--- config.mk ---
export PLATFORM = sky130hd
export DESIGN_NAME = uart_rx_channel
export DESIGN_NICKNAME = d
export VERILOG_FILES = /design/src/rtl/uart_pkg.sv /design/src/rtl/uart_rx_fifo.sv /design/src/rtl/uart_rx_channel.sv
export SDC_FILE = /design/constraint.sdc
export NUM_CORES = 1
export LEC_CHECK = 0
export BUFFER_PORTS_ARGS = -buffer_cell sky130_fd_sc_hd__buf_2
export CORE_UTILIZATION = 55
export CTS_BUF_LIST = sky130_fd_sc_hd__clkbuf_2
export DETAILED_ROUTE_END_ITERATION = 10
export PLACE_DENSITY = 0.75
export SYNTH_ARGS = -nofsm -noshare
export SYNTH_HDL_FRONTEND = slang
export SYNTH_SLANG_ARGS = --single-unit
--- constraint.sdc ---
create_clock -name clk_16bd -period 3.1 [get_ports clk_16bd]
set_clock_uncertainty 0.1 [all_clocks]
set_input_delay 0.155 -clock clk_16bd [delete_from_list [all_inputs] [get_ports clk_16bd]]
set_output_delay 0.155 -clock clk_16bd [all_outputs]
set_load 0.02 [all_outputs]
--- src/rtl/uart_pkg.sv ---
// Shared types and constants for the UART receive channel.
package uart_pkg;

  typedef enum logic [2:0] {
    ST_IDLE,
    ST_START,
    ST_DATA,
    ST_PARITY,
    ST_STOP
  } rx_state_e;

  localparam logic [3:0] ADDR_PAR_EN  = 4'd0;
  localparam logic [3:0] ADDR_PAR_ODD = 4'd1;
  localparam logic [3:0] ADDR_STOP2   = 4'd2;
  localparam logic [3:0] ADDR_FLEN    = 4'd3;
  localparam logic [3:0] ADDR_OVR_CLR = 4'd4;

  typedef struct packed {
    logic       par_en;
    logic       par_odd;
    logic       stop2;
    logic [3:0] flen;
  } rx_cfg_t;

  localparam rx_cfg_t RST_CFG = '{par_en: 1'b0, par_odd: 1'b0, stop2: 1'b0, flen: 4'd8};

  function automatic logic flen_ok(input logic [3:0] v, input int max_bits);
    return (v >= 4'd5) && (int'(v) <= max_bits);
  endfunction

endpackage

--- src/rtl/uart_rx_fifo.sv ---
// Receive frame queue: DEPTH entries, wrapping pointers, occupancy count.
// When empty the head output keeps showing the most recently popped entry.
module uart_rx_fifo
  import uart_pkg::*;
#(
  parameter int W     = 11,
  parameter int DEPTH = 8
) (
  input  logic         clk_16bd,
  input  logic         rst,
  input  logic         push,
  input  logic [W-1:0] push_data,
  input  logic         pop,
  output logic [W-1:0] head,
  output logic         full,
  output logic         empty
);

  localparam int AW = (DEPTH > 1) ? $clog2(DEPTH) : 1;
  localparam int CW = $clog2(DEPTH + 1);

  logic [W-1:0]  mem [2**AW];
  logic [AW-1:0] wr_ptr, rd_ptr;
  logic [CW-1:0] count;
  logic [W-1:0]  last_q;
  logic          do_push, do_pop;

  function automatic logic [AW-1:0] ptr_inc(input logic [AW-1:0] p);
    return (p == AW'(DEPTH - 1)) ? '0 : p + 1'b1;
  endfunction

  assign empty   = (count == '0);
  assign full    = (count == CW'(DEPTH));
  assign do_pop  = pop && !empty;
  // a pop in the same cycle frees the slot a full queue needs
  assign do_push = push && (!full || do_pop);
  assign head    = empty ? last_q : mem[rd_ptr];

  always_ff @(posedge clk_16bd) begin
    if (do_push) mem[wr_ptr] <= push_data;
  end

  always_ff @(posedge clk_16bd) begin
    if (rst) begin
      wr_ptr <= '0;
      rd_ptr <= '0;
      count  <= '0;
      last_q <= '0;
    end else begin
      if (do_push) wr_ptr <= ptr_inc(wr_ptr);
      if (do_pop) begin
        rd_ptr <= ptr_inc(rd_ptr);
        last_q <= mem[rd_ptr];
      end
      case ({do_push, do_pop})
        2'b10:   count <= count + 1'b1;
        2'b01:   count <= count - 1'b1;
        default: ;
      endcase
    end
  end

endmodule

--- src/rtl/uart_rx_channel.sv ---
// Oversampling UART receiver with config registers and a receive queue.
// UART_RX_FIFO_EN selects a FIFO_DEPTH queue; otherwise a single holding register.
module uart_rx_channel
  import uart_pkg::*;
#(
  parameter int MAX_DATA_BITS = 9,
  parameter int OSR           = 16,
  parameter int FIFO_DEPTH    = 8
) (
  input  logic                     clk_16bd,
  input  logic                     rst,
  input  logic                     Rx,
  input  logic                     valid,
  input  logic [3:0]               data,
  input  logic [3:0]               address,
  output logic                     ack,
  output logic                     rd_valid,
  input  logic                     rd_ready,
  output logic [MAX_DATA_BITS-1:0] rd_data,
  output logic                     rd_perr,
  output logic                     rd_ferr,
  output logic                     overrun,
  output logic                     busy
);

`ifdef UART_RX_FIFO_EN
  localparam bit FIFO_EN = 1'b1;
`else
  localparam bit FIFO_EN = 1'b0;
`endif
  localparam int DEPTH = FIFO_EN ? FIFO_DEPTH : 1;
  localparam int CW    = $clog2(OSR);
  localparam int W     = MAX_DATA_BITS + 2;

  logic [1:0]               rx_sync;
  logic                     rx_s;
  rx_cfg_t                  cfg_q, sh_q;
  logic                     ack_q, wr_en, ovr_q;
  rx_state_e                state_q, state_d;
  logic [CW-1:0]            cnt_q;
  logic [3:0]               bit_idx_q;
  logic                     stop_idx_q;
  logic [MAX_DATA_BITS-1:0] data_q;
  logic                     perr_q, ferr_q;
  logic                     mid_start, bit_end, push_req, pop, full, empty, drop;
  logic [W-1:0]             push_data, head;

  always_ff @(posedge clk_16bd) begin
    if (rst) rx_sync <= 2'b11;
    else     rx_sync <= {rx_sync[0], Rx};
  end
  assign rx_s = rx_sync[1];

  // config port: accept when ack is low, so a held valid writes every other cycle
  assign wr_en = valid && !ack_q;

  always_ff @(posedge clk_16bd) begin
    if (rst) begin
      cfg_q <= RST_CFG;
      ack_q <= 1'b0;
    end else begin
      ack_q <= wr_en;
      if (wr_en) begin
        case (address)
          ADDR_PAR_EN:  cfg_q.par_en  <= data[0];
          ADDR_PAR_ODD: cfg_q.par_odd <= data[0];
          ADDR_STOP2:   cfg_q.stop2   <= data[0];
          ADDR_FLEN:    if (flen_ok(data, MAX_DATA_BITS)) cfg_q.flen <= data;
          default:      ;
        endcase
      end
    end
  end

  always_ff @(posedge clk_16bd) begin
    if (rst)                                    ovr_q <= 1'b0;
    else if (drop)                              ovr_q <= 1'b1;
    else if (wr_en && address == ADDR_OVR_CLR) ovr_q <= 1'b0;
  end

  assign mid_start = (cnt_q == CW'(OSR / 2 - 1));
  assign bit_end   = (cnt_q == CW'(OSR - 1));

  always_ff @(posedge clk_16bd) begin
    if (rst) state_q <= ST_IDLE;
    else     state_q <= state_d;
  end

  always_comb begin
    state_d  = state_q;
    push_req = 1'b0;
    case (state_q)
      ST_IDLE:   if (!rx_s) state_d = ST_START;
      ST_START:  if (mid_start) state_d = rx_s ? ST_IDLE : ST_DATA;
      ST_DATA:   if (bit_end && bit_idx_q == sh_q.flen - 4'd1)
                   state_d = sh_q.par_en ? ST_PARITY : ST_STOP;
      ST_PARITY: if (bit_end) state_d = ST_STOP;
      ST_STOP:   if (bit_end && (stop_idx_q || !sh_q.stop2)) begin
                   push_req = 1'b1;
                   state_d  = ST_IDLE;
                 end
      default:   state_d = ST_IDLE;
    endcase
  end

  always_ff @(posedge clk_16bd) begin
    if (rst) begin
      cnt_q      <= '0;
      bit_idx_q  <= '0;
      stop_idx_q <= 1'b0;
      data_q     <= '0;
      perr_q     <= 1'b0;
      ferr_q     <= 1'b0;
      sh_q       <= RST_CFG;
    end else begin
      case (state_q)
        ST_IDLE: begin
          cnt_q      <= '0;
          bit_idx_q  <= '0;
          stop_idx_q <= 1'b0;
          // snapshot config so writes during a frame take effect on the next one
          if (!rx_s) begin
            sh_q   <= cfg_q;
            data_q <= '0;
            perr_q <= 1'b0;
            ferr_q <= 1'b0;
          end
        end
        ST_START: cnt_q <= mid_start ? '0 : cnt_q + 1'b1;
        default: begin
          cnt_q <= bit_end ? '0 : cnt_q + 1'b1;
          if (bit_end) begin
            if (state_q == ST_DATA) begin
              data_q[bit_idx_q] <= rx_s;
              bit_idx_q         <= bit_idx_q + 1'b1;
            end
            if (state_q == ST_PARITY)
              perr_q <= (rx_s != ((^data_q) ^ sh_q.par_odd));
            if (state_q == ST_STOP) begin
              if (!rx_s) ferr_q <= 1'b1;
              stop_idx_q <= 1'b1;
            end
          end
        end
      endcase
    end
  end

  // the final stop sample is folded in directly since the push happens on that cycle
  assign push_data = {data_q, perr_q, ferr_q | ~rx_s};
  assign pop       = rd_ready && rd_valid;
  assign drop      = push_req && full && !pop;

  uart_rx_fifo #(.W(W), .DEPTH(DEPTH)) u_fifo (
    .clk_16bd  (clk_16bd),
    .rst       (rst),
    .push      (push_req),
    .push_data (push_data),
    .pop       (pop),
    .head      (head),
    .full      (full),
    .empty     (empty)
  );

  assign {rd_data, rd_perr, rd_ferr} = head;
  assign rd_valid = !empty;
  assign ack      = ack_q;
  assign overrun  = ovr_q;
  assign busy     = (state_q != ST_IDLE);

endmodule
==> impl_metrics.yaml <==
status:
  status: "completed"
route:
  met1_length_mm: 2.80
  wl_met3_um: 248
  wire_per_inst_um: 13.5
  postRouteAntennaNets: 0
  met2_length_mm: 2.86
  vias: 2398
  drt-total-wl_mm: 6.03
  drt_iter0_drc: 129
  routed_via_density: 5.39
  dr.pass1.iters: 4
  dr.max_layer_used: "met4"
  drc_errors: 0
worst_hold_path:
  hp-start: "address[1]"
  min_to: "cfg_q[4]$_SDFFE_PP0P_"
  hold_path_class: "input port to flip-flop"
  hold-path-cell-count: 5
clock_network:
  htreeDepth: 3
  clk-insertion-delay-late_ns: 0.51
  cts_buffers: 9
  clkSinkCount: 64
  ctsLongestPathBuffers: 2
  clkSlewWorstSetupHoldPaths_ns: 0.19
  post_cts_resized: 0
  cts-root-buf: "clkbuf_2"
  cts_tree: "built"
global_routing:
  grt_max_degree: 49
  grt_pass1_wl_mm: 9.78
  antenna_found_initial: 0
  grt-ovfl-total: 0
  grt_pass1_vias: 2218
  grt_use_total_pct: 23.5
layout:
  drive_above_1_share_pct: 17.6
  finalInstanceArea_um2: 3380
  fin_nets: 389
  num_antenna_cells: 0
  syn2layout_area_growth_pct: 13.1
sta:
  rsz0062_at_grt: "false"
  finalHoldViolations: 0
  setup_violations: 0
  report.final.slew_viol_count: 0
  fmax_mhz: 383
  fin_hold_ws_ns: 0.126
  setup_tns_ns: 0
  worst_slew_margin_rel_pct: 41.4
  worstMarginPinSlew_ns: 0.879
  fin_crit_ns: 2.61
  fin_ws_ns: 0.486
  timing.final.crit_share_pct: 84.3
worst_setup_path:
  crit_family: "buffers and inverters"
  reg2reg_to: "cfg_q[5]$_SDFFE_PP0P_"
  critPathSlowestCell: "dlygate4sd3_1"
  path_common_cell: "dlygate4sd3_1"
  cp_num_buf_inv: 2
  path_cells: "or4b_1 > nor2_1 > nand3_1 > dlygate4sd3_1 > a21oi_1 > dlygate4sd3_1"
  start_kind: "flip-flop"
  cp-end-kind: "flip-flop"
  reg2regPathDepth: 6
  slowest_delay_ns: 0.58
  required_ns: 3.47
  cp.arrival_ns: 2.99
  rrSetupSlack_ns: 0.49
  path_class: "flip-flop to flip-flop"
  crit_fanout: 3
  r2r_start: "ack$_SDFF_PP0_"
floorplan:
  start_util_pct: 57.8
  die-height_um: 75.8
  pin_count: 28
  row_count: 26
  die_x_um: 75.8
  die-area_um2: 5740
  fp.coreArea_um2: 5170
run:
  cap_violations: 0
place:
  postPlaceCellArea_um2: 3130
  post-place-ws_ns: 0.811
  io_buffers: 27
  gp_congestion: 0.910
  place_hpwl_mm: 4.08
power_and_ir_drop:
  powerDensity_nw_per_um2: 486
  p_leak_uw: 0.00125
  peakVddDrop_mv: 0.284
  power_uw: 1640
synth:
  yosysSeqAreaShare_pct: 46.5
  netlist_area_um2: 2990
  synth_top_cell_by_area: "dfxtp_1"
  synthCells: 335
  synth_cell_types: 54
  ys_warn_count: 0
  syn_avg_cell_area_um2: 8.93
  synth_seq_cells: 64
  synth_nets: 354
  synth_area_leaders: "dfxtp_1 35%, edfxtp_1 11%, a21oi_1 7.7%, nand2_1 7.5%, mux2_2 4.1%"
  synth.top_cell.area_share_pct: 35.5
## final cells by class
class                      instances  area (um2)
sequential                        64        1390
tap                               70        87.6
multi-input combinational        247        1490
timing repair buffer              41         275
clock buffer                      10        50.0
inverter                           7        26.3
fill                             449        1790
clock inverter                     6        60.1
## state kept, by name (all words and copies together) (netlist names)
register	count
data_q	9
ack	1
cfg_q	7
state_q	3
bit_idx_q	4
u_fifo.last_q	11
cnt_q	4
sh_q	7
perr_q	1
ferr_q	1
rx_sync	2
stop_idx_q	1
u_fifo.full	1
overrun	1
u_fifo.mem	11
## power breakdown
part	leakage [uW]	internal, uW	switching [uW]
Sequential	0.000530	865	40.5
Combinational	0.000652	93.4	159
Clock	0.0000677	185	301
## cell usage after synthesis, drive strengths merged
cell type and instances:
inv 7, nand3 8, or3 1, a31oi 2
o21ai 16, o31ai 2, a21o 1, a21oi 47
xnor3 1, ha 6, and2 4, nor4 1
nor2 25, or4b 1, and3 2, nand2 60
nor2b 3, mux2i 5, a22oi 1, mux2 11
a311oi 1, nand3b 1, xor2 4, nor3b 1
a31o 1, o21a 1, or4 1, nor4b 1
nand4 2, dfxtp 53, nand2b 6, o211ai 1
nor3 9, edfxtp 11, o211a 1, xnor2 14
buf 7, and2b 1, o22ai 1, clkbuf 10
or2 4
## cell families (layout without fill, tap and decap cells)
kind of cell | count (synthesis) | after routing | share of synthesized area [%]
flops | 64 | 64 | 46.5
compound gates | 75 | 75 | 13.7
mux | 16 | 16 | 5.81
simple gates | 131 | 131 | 21.9
buf+inv | 24 | 64 | 3.55
xor+xnor | 19 | 19 | 6.02
fa+ha+maj | 6 | 6 | 2.51
## cell usage in the layout, fill, tap and decap left out, types with 10 or more instances in the layout
master / synthesis / routed
buf_2: 3 / 27
xnor2_1: 14 / 14
o21ai_0: 15 / 15
clkbuf_2: 1 / 10
edfxtp_1: 11 / 11
nand2_1: 60 / 60
mux2_2: 11 / 11
nor2_1: 24 / 24
a21oi_1: 46 / 46
dlygate4sd3_1: 0 / 14
dfxtp_1: 53 / 53
## metal layers
metal / vias up / GRT usage [%]
li1: 1220 / -
met1: 1120 / 28.4
met2: 45 / 38.7
met3: 13 / 6.08
met4: 0 / 11.9
met5: - / 0
## worst register-to-register path: stages (launching register included)
cell and delay, ns:
dfxtp_1 0.36, or4b_1 0.57, nor2_1 0.17, nand3_1 0.10, dlygate4sd3_1 0.58, a21oi_1 0.14, dlygate4sd3_1 0.56
## worst max path at each step
| stage | from | to | slack, ns | cells after the start |
|---|---|---|---|---|
| floorplan | cnt_q[0]$_SDFF_PP0_ | u_fifo.mem[0][0]$_DFFE_PP_ | 1.14 | 6 |
| global placement | cnt_q[0]$_SDFF_PP0_ | u_fifo.mem[0][8]$_DFFE_PP_ | 0.89 | 5 |
| detailed placement | cnt_q[0]$_SDFF_PP0_ | u_fifo.mem[0][8]$_DFFE_PP_ | 0.81 | 5 |
| CTS | ack$_SDFF_PP0_ | cfg_q[5]$_SDFFE_PP0P_ | 0.58 | 6 |
| global route | ack$_SDFF_PP0_ | cfg_q[5]$_SDFFE_PP0P_ | 0.41 | 6 |
| finish | ack$_SDFF_PP0_ | cfg_q[5]$_SDFFE_PP0P_ | 0.49 | 6 |
## through the flow
step                      instances  util [%]
after floorplan                 335         -
after global placement          415      60.6
after detailed placement        415      60.6
after CTS                       445      65.4
after global routing            445      65.4
final                           445      65.4
## timing repair
action                                 CTS  global route
hold buffers                            14             0
endpoints found under the hold margin   11             0
setup buffers                            0             0
Power figures use the tool's default switching activity.
